==> src/rtl/trap_ctrl.sv <==
// trap_ctrl: machine-mode trap entry (ECALL) and return (MRET) sequencer.
// It holds the mstatus, mtvec, mepc and mcause CSRs and gives software access to them.
// Define CSR_MSCRATCH_EN to add mscratch at 0x340. Without it, 0x340 is unimplemented.
// Reset is synchronous and active-low on rst.
module trap_ctrl (
    input  logic        clk,
    input  logic        rst,
    input  logic        req_valid,
    output logic        req_ready,
    input  logic        req_type,
    input  logic [31:0] req_pc,
    input  logic        csr_valid,
    output logic        csr_ready,
    input  logic [11:0] csr_addr,
    input  logic [1:0]  csr_op,
    input  logic [31:0] csr_wdata,
    output logic [31:0] csr_rdata,
    output logic        redirect_valid,
    input  logic        redirect_ready,
    output logic [31:0] redirect_pc,
    output logic        busy
);

    localparam logic [11:0] AddrMstatus  = 12'h300;
    localparam logic [11:0] AddrMtvec    = 12'h305;
    localparam logic [11:0] AddrMscratch = 12'h340;
    localparam logic [11:0] AddrMepc     = 12'h341;
    localparam logic [11:0] AddrMcause   = 12'h342;

    localparam logic [1:0] OpRw = 2'b01;
    localparam logic [1:0] OpRs = 2'b10;
    localparam logic [1:0] OpRc = 2'b11;

    localparam logic [31:0] CauseEcallM = 32'd11;

    typedef enum logic [1:0] {StIdle, StUpdate, StRedirect} state_e;

    state_e      state_q, state_d;
    logic        type_q;
    logic [29:0] pc_q;
    logic        mie_q, mpie_q;
    logic [31:0] mtvec_q, mepc_q, mcause_q;
    logic [31:0] redirect_pc_q;
    logic [31:0] mstatus_rd;
    logic        req_fire, csr_we;
    logic [31:0] csr_wval;
`ifdef CSR_MSCRATCH_EN
    logic [31:0] mscratch_q;
`endif

    // MPP is hardwired to machine mode. Only MIE and MPIE are stored.
    assign mstatus_rd = {19'd0, 2'b11, 3'd0, mpie_q, 3'd0, mie_q, 3'd0};
    assign req_fire   = req_valid & req_ready;
    assign csr_we     = csr_valid & csr_ready & (csr_op != 2'b00);

    // State register
    always_ff @(posedge clk) begin
        if (!rst) begin
            state_q <= StIdle;
        end else begin
            state_q <= state_d;
        end
    end

    // Next-state logic: IDLE -> UPDATE -> REDIRECT -> IDLE
    always_comb begin
        state_d = state_q;
        unique case (state_q)
            StIdle:     if (req_fire) state_d = StUpdate;
            StUpdate:   state_d = StRedirect;
            StRedirect: if (redirect_ready) state_d = StIdle;
            default:    state_d = StIdle;
        endcase
    end

    // FSM outputs. A trap request takes priority over a CSR access in the same cycle.
    always_comb begin
        req_ready      = (state_q == StIdle);
        csr_ready      = (state_q == StIdle) & ~req_valid;
        redirect_valid = (state_q == StRedirect);
        busy           = (state_q != StIdle);
    end

    // Combinational CSR read of the addressed register's current value
    always_comb begin
        csr_rdata = 32'd0;
        case (csr_addr)
            AddrMstatus:  csr_rdata = mstatus_rd;
            AddrMtvec:    csr_rdata = mtvec_q;
            AddrMepc:     csr_rdata = mepc_q;
            AddrMcause:   csr_rdata = mcause_q;
`ifdef CSR_MSCRATCH_EN
            AddrMscratch: csr_rdata = mscratch_q;
`endif
            default:      csr_rdata = 32'd0;
        endcase
    end

    // Write value for RW, RS and RC operations, built from the old read value
    always_comb begin
        csr_wval = csr_rdata;
        case (csr_op)
            OpRw:    csr_wval = csr_wdata;
            OpRs:    csr_wval = csr_rdata | csr_wdata;
            OpRc:    csr_wval = csr_rdata & ~csr_wdata;
            default: csr_wval = csr_rdata;
        endcase
    end

    // Latch the accepted request for use in UPDATE
    always_ff @(posedge clk) begin
        if (!rst) begin
            type_q <= 1'b0;
            pc_q   <= 30'd0;
        end else if (req_fire) begin
            type_q <= req_type;
            pc_q   <= req_pc[31:2];
        end
    end

    // CSR state. Trap updates happen only in UPDATE and CSR writes only in IDLE.
    always_ff @(posedge clk) begin
        if (!rst) begin
            mie_q    <= 1'b0;
            mpie_q   <= 1'b0;
            mtvec_q  <= 32'd0;
            mepc_q   <= 32'd0;
            mcause_q <= 32'd0;
`ifdef CSR_MSCRATCH_EN
            mscratch_q <= 32'd0;
`endif
        end else if (state_q == StUpdate) begin
            if (!type_q) begin
                mepc_q   <= {pc_q, 2'b00};
                mcause_q <= CauseEcallM;
                mpie_q   <= mie_q;
                mie_q    <= 1'b0;
            end else begin
                mie_q  <= mpie_q;
                mpie_q <= 1'b1;
            end
        end else if (csr_we) begin
            case (csr_addr)
                AddrMstatus: begin
                    mie_q  <= csr_wval[3];
                    mpie_q <= csr_wval[7];
                end
                AddrMtvec:    mtvec_q  <= csr_wval;
                AddrMepc:     mepc_q   <= {csr_wval[31:2], 2'b00};
                AddrMcause:   mcause_q <= csr_wval;
`ifdef CSR_MSCRATCH_EN
                AddrMscratch: mscratch_q <= csr_wval;
`endif
                default: ;
            endcase
        end
    end

    // Redirect target is captured in UPDATE and held stable through REDIRECT.
    // The mtvec mode bits are dropped from the target.
    always_ff @(posedge clk) begin
        if (!rst) begin
            redirect_pc_q <= 32'd0;
        end else if (state_q == StUpdate) begin
            redirect_pc_q <= type_q ? mepc_q : {mtvec_q[31:2], 2'b00};
        end
    end

    assign redirect_pc = redirect_pc_q;

endmodule

==> config.mk <==
export PLATFORM = sky130hd
export DESIGN_NAME = trap_ctrl
export DESIGN_NICKNAME = d
export VERILOG_FILES = /design/src/rtl/trap_ctrl.sv
export SDC_FILE = /design/constraint.sdc
export NUM_CORES = 1
export LEC_CHECK = 0
export ABC_AREA = 1
export BUFFER_PORTS_ARGS = -buffer_cell sky130_fd_sc_hd__buf_2
export CAP_MARGIN = 5
export CELL_PAD_IN_SITES_DETAIL_PLACEMENT = 1
export CELL_PAD_IN_SITES_GLOBAL_PLACEMENT = 2
export CORE_ASPECT_RATIO = 1.25
export CORE_UTILIZATION = 33
export DETAILED_ROUTE_END_ITERATION = 6
export PLACE_DENSITY = 0.84
export SLEW_MARGIN = 20
export SYNTH_ARGS = -nofsm -noshare
export SYNTH_HDL_FRONTEND = slang
export SYNTH_SLANG_ARGS = --single-unit
export TNS_END_PERCENT = 1
==> constraint.sdc <==
create_clock -name clk -period 6.5 [get_ports clk]
set_clock_uncertainty 0.05 [all_clocks]
set_input_delay 1.95 -clock clk [delete_from_list [all_inputs] [get_ports clk]]
set_output_delay 1.95 -clock clk [all_outputs]
set_load 0.02 [all_outputs]
# Yosys cells after proc, flatten, opt, wreduce, memory -nomap -nowiden

Index checks and enable logic that the tools add are counted.

Eq/ne operators: 12
Mux-type cells: 22
Bitwise gates (word level): 9
Reductions and logical operators: 12

Operators with widths:

| kind                                                   | count |
|---|---|
| 2-to-1 mux 32 bit                                      | 9 |
| one-hot mux 32 bit (4 select lines)                    | 1 |
| one-hot mux 32 bit (3 select lines)                    | 1 |
| equality test 12 x 10 -> 1 bit (second input constant) | 4 |
| bitwise AND 32 bit                                     | 1 |
| NOT 32 bit                                             | 1 |
| OR 32 bit                                              | 1 |
| nonzero test 2 bit                                     | 6 |
| AND reduction 3 bit                                    | 3 |
| 2-to-1 mux 1 bit                                       | 8 |
| equality test 2 bit (second input constant)            | 3 |
| one-hot mux 2 bit (3 select lines)                     | 1 |
| bitwise AND 1 bit                                      | 4 |
| equality test 2 x 1 -> 1 bit (second input constant)   | 2 |
| 2-to-1 mux 2 bit                                       | 2 |
| inequality test 2 x 1 -> 1 bit (second input constant) | 2 |
| AND reduction 2 bit                                    | 2 |
| logical NOT 2 bit                                      | 1 |
| inequality test 2 bit (second input constant)          | 1 |
| NOT 1 bit                                              | 2 |

Register bits: 163
Logic and storage cells: 64

# Logic depth before layout (Yosys ltp)

Word-level depth: 7
Depth in mapped cells: 14
Mapped depth without buffers: 12

# Least setup slack after synthesis

OpenSTA, ideal clock, no wires.

Kind: input to output
Start point: in csr_addr[11]
End point: out csr_rdata[11]
Data arrival time: 2.935 ns
Required time: 4.500 ns
Setup slack: 1.565 ns
Stages on the path: 9
Path through: nor2_2 nand2_4 nor2_4 nand2_2 clkinv_2 buf_6 buf_8 nand2_1 o2111ai_1

Cells in the longest elaborated chain, start to end: 2
Elaborated cells between the ends (all ways): 5
Those cells by class: 4 x eq/ne; 1 x mux

Ends and longest elaborated chain:

| what                                  | RTL line | source |
|---|---|---|
| start: declaration                    | 14       | `input logic [11:0] csr_addr,` |
| equality test 12 x 10 -> 1 bit        | 87       | `case (csr_addr)` |
| one-hot mux 32 bit (4 select lines) * | 87       |  |
| end: declaration                      | 17       | `output logic [31:0] csr_rdata,` |

Mark *: on every way between the ends. The rest lies on a longest branch, timed or not.

# Worst setup path in the final report

Start point: in csr_addr[3]
End point: out csr_rdata[12]

The elaborated chain is that of the path after synthesis.

==> impl_metrics.csv <==
group,metric,value,unit
status,outcome,"finished with violations",
status,violations,"DRC",
cells_and_area,final_cell_mix,"233 x nand2_1, 187 x a21oi_1, 175 x o21ai_0, 158 x dfxtp_1, 146 x buf_2",
placed_design,post-place-ws,867,ps
cts,clock_latency,430,ps
route,drcViolationCount,24,
floorplanning,core_area,22900,sq um
route,ant_nets,0,
hold_path,hp-start,"mepc_q[26]",
sta,setup_violations,0,
critical_path,worstSetupStartpointType,"input pin",
sta,fmaxAchievable,178,MHz
critical_path,r2r-end,"mcause_q[2]",
sta,rsz0062_at_grt,"false",
hold_path,min_to,"redirect_pc[26]",
pwr,netSwitchingPower,635,uW
global_route,grt_usage,0.234,
cts,h-tree-depth,4,
floorplanning,die_area,23900,sq um
hold_path,hold_class,"reg2reg",
critical_path,endpoint_kind,"primary output",
placed_design,dp_hpwl,16.7,mm
cells_and_area,fillers,2968,
sta,setup_tns,0,ps
sta,finalHoldViolCount,0,
route,vias,7791,
floorplanning,die_h,172,um
pwr,share_comb_of_total_power,0.119,
synth,avgSynthCellArea,6.91,sq um
global_route,grt_pass1_wl,42.9,mm
cells_and_area,diodes,0,
cts,cts_sinks,159,
cts,post_cts_buffers,0,
global_route,grt_max_degree,68,
sta,worst_pin_slew,918,ps
hold_path,whs_path_depth,2,
cells_and_area,drive_above_1_share,0.205,
cts,cts_resized,0,
cells_and_area,syn_to_final_growth,17.7,%
critical_path,crit_type,"in2out",
placed_design,routabilityCongestion,0.795,
sta,fin_crit,5630,ps
placed_design,port-buffer-count,147,
critical_path,rrSetupSlack,2930,ps
pwr,p_leak,4.41,nW
floorplanning,core.rowCount,62,
pwr,powerDensity,253,nW/um^2
critical_path,ff2ff_path_depth,10,
cts,cts_tree,"built",
cells_and_area,layout.nets,1295,
critical_path,path_max_fanout,23,
route,dr.pass1.iters,6,
cells_and_area,multiInputGateArea,3740,sq um
critical_path,rr_startpoint,"state_q[0]",
pwr,sw_frac_of_total,0.278,
job,maxCapViolCount,0,
synth,yosysUniqueCellTypes,35,
route,drt_iter0_drc,330,
sta,drv_slew,0,
global_route,globalRoute.totalOverflow,0,
cells_and_area,regArea,3180,sq um
floorplanning,pin_count,152,
route,wl_per_cell,18.0,um
route,routed_wl,27.2,mm
cts,root_buffer,"clkbuf_16",
pwr,vdd_ir_drop_max,208,uV
synth,yosys_register_bits,159,
cells_and_area,final_common_cell,"nand2_1",
sta,fin_ws,871,ps
sta,fin_crit_sh,0.866,
pwr,clkPwrFrac,0.420,
cts,cts_hold_buf,0,
synth,syn_inst,1110,
floorplanning,start_util,0.335,
synth,netlist_area,7670,sq um
synth,yosysSeqAreaShare,0.415,
global_route,grt_pass1_vias,7804,
route,via_per_inst,5.16,
cts,cts_inserted_buffers,17,
pwr,p_int,1.65,mW
floorplanning,die_w,138,um
critical_path,cp.arrival,3630,ps
synth,yosysWarnings,0,
critical_path,worst-endpoint-required,4500,ps
cts,cts.clk_slew.worst_paths,60,ps
global_route,antenna_found_initial,0,
pwr,seq_power_share,0.461,
sta,relSlewSlack,0.386,
cts,cts_max_path_buffers,2,
-- metrics by stage --
stage	area [sq um]	hold WS, ps	cells	util	power, mW
6_report	9030	433	1510	0.395	2.28
5_1_grt	9030	449	1510	0.395	2.38
4_1_cts	9030	434	1510	0.395	2.30
3_5_place_dp	8480	424	1480	0.371	1.35
3_3_place_gp	8480	417	1480	0.371	1.34
2_1_floorplan	7670	398	1111	-	1.23
-- cells in the mapped netlist --
master | number | share of area
a21oi_1 | 187 | 0.12
buf_2 | 14 | 0.0091
nand3_2 | 18 | 0.023
and2_1 | 1 | 0.00082
inv_1 | 86 | 0.042
inv_2 | 2 | 0.00098
buf_6 | 1 | 0.0015
nand2_4 | 2 | 0.0029
a21boi_1 | 2 | 0.0020
dfxtp_1 | 159 | 0.42
nand3_1 | 25 | 0.016
clkinv_2 | 2 | 0.0013
nand2_2 | 21 | 0.017
o31ai_1 | 1 | 0.00098
nor2_1 | 76 | 0.037
clkbuf_1 | 51 | 0.025
o21ai_1 | 19 | 0.012
buf_4 | 11 | 0.011
nand2_1 | 234 | 0.11
nand4_1 | 1 | 0.00082
buf_8 | 1 | 0.0020
clkinv_1 | 1 | 0.00049
or2_2 | 1 | 0.00082
buf_12 | 3 | 0.0078
a22oi_1 | 1 | 0.00098
nor3_4 | 1 | 0.0021
o21ai_2 | 2 | 0.0023
nor2_2 | 4 | 0.0033
nor2_4 | 2 | 0.0029
conb_1 | 1 | 0.00049
nor3_1 | 1 | 0.00065
or2_1 | 1 | 0.00082
o21ai_0 | 175 | 0.11
o2111ai_1 | 2 | 0.0023
nor2_8 | 1 | 0.0026
-- flip-flops by register name (all words and copies together), names as in the netlist, 2 cells and up --
name	cells
mcause_q	32
redirect_pc	30
state_q	2
mtvec_q	32
mepc_q	30
pc_q	30
-- cells by family (layout without fill, tap and decap cells) --
family                 count (synthesis)  after routing  synth area share
other                                  1              2          0.000489
buffers and inverters                172            283             0.101
AO/OA/AOI/OAI                        389            389             0.257
AND/OR/NAND/NOR                      389            389             0.226
flip-flops                           159            159             0.415
-- how the worst max path moves through the flow --
stage	from	endpoint	slack, ps	cells past startpoint
floorplan	csr_addr[11]	csr_rdata[11]	1570	9
global placement	csr_addr[11]	csr_rdata[14]	890	10
detailed placement	csr_addr[3]	csr_rdata[12]	870	10
CTS	csr_addr[3]	csr_rdata[12]	860	10
global route	csr_addr[3]	csr_rdata[11]	680	10
finish	csr_addr[3]	csr_rdata[12]	870	10
-- critical path, cell delays in order --
cell       delay [ps]
buf_2             100
nor2_1            190
nand3_1           150
inv_1             120
nand2_2            60
clkinv_2          350
buf_4             270
nand2_1            70
o2111ai_1         120
buf_2             210
-- area by class of cell --
class,count,share of cell area
Inverter,91,0.0382
Timing Repair Buffer,162,0.0942
Clock buffer,21,0.0510
Tap cell,288,0.0399
Multi-Input combinational cell,780,0.414
Sequential cell,159,0.353
Clock inverter,9,0.00970
-- power groups by stage --
stage	registers, mW	logic [mW]	clock network [mW]
floorplan	1.08	0.150	0
global placement	1.07	0.270	0
detailed placement	1.07	0.274	0
CTS	1.05	0.276	0.975
global route	1.06	0.304	1.02
finish	1.05	0.272	0.959
-- routing by layer --
metal  part of all wire  wire, um  vias up  track usage
met3              0.031       851       29       0.0341
met2               0.50     13700      151        0.433
met1               0.45     12200     3774        0.279
li1                   -         -     3837            -
met4              0.017       457        0       0.0738
met5                  0         0        -            0
Note: power is estimated with default switching activity, not from simulation.
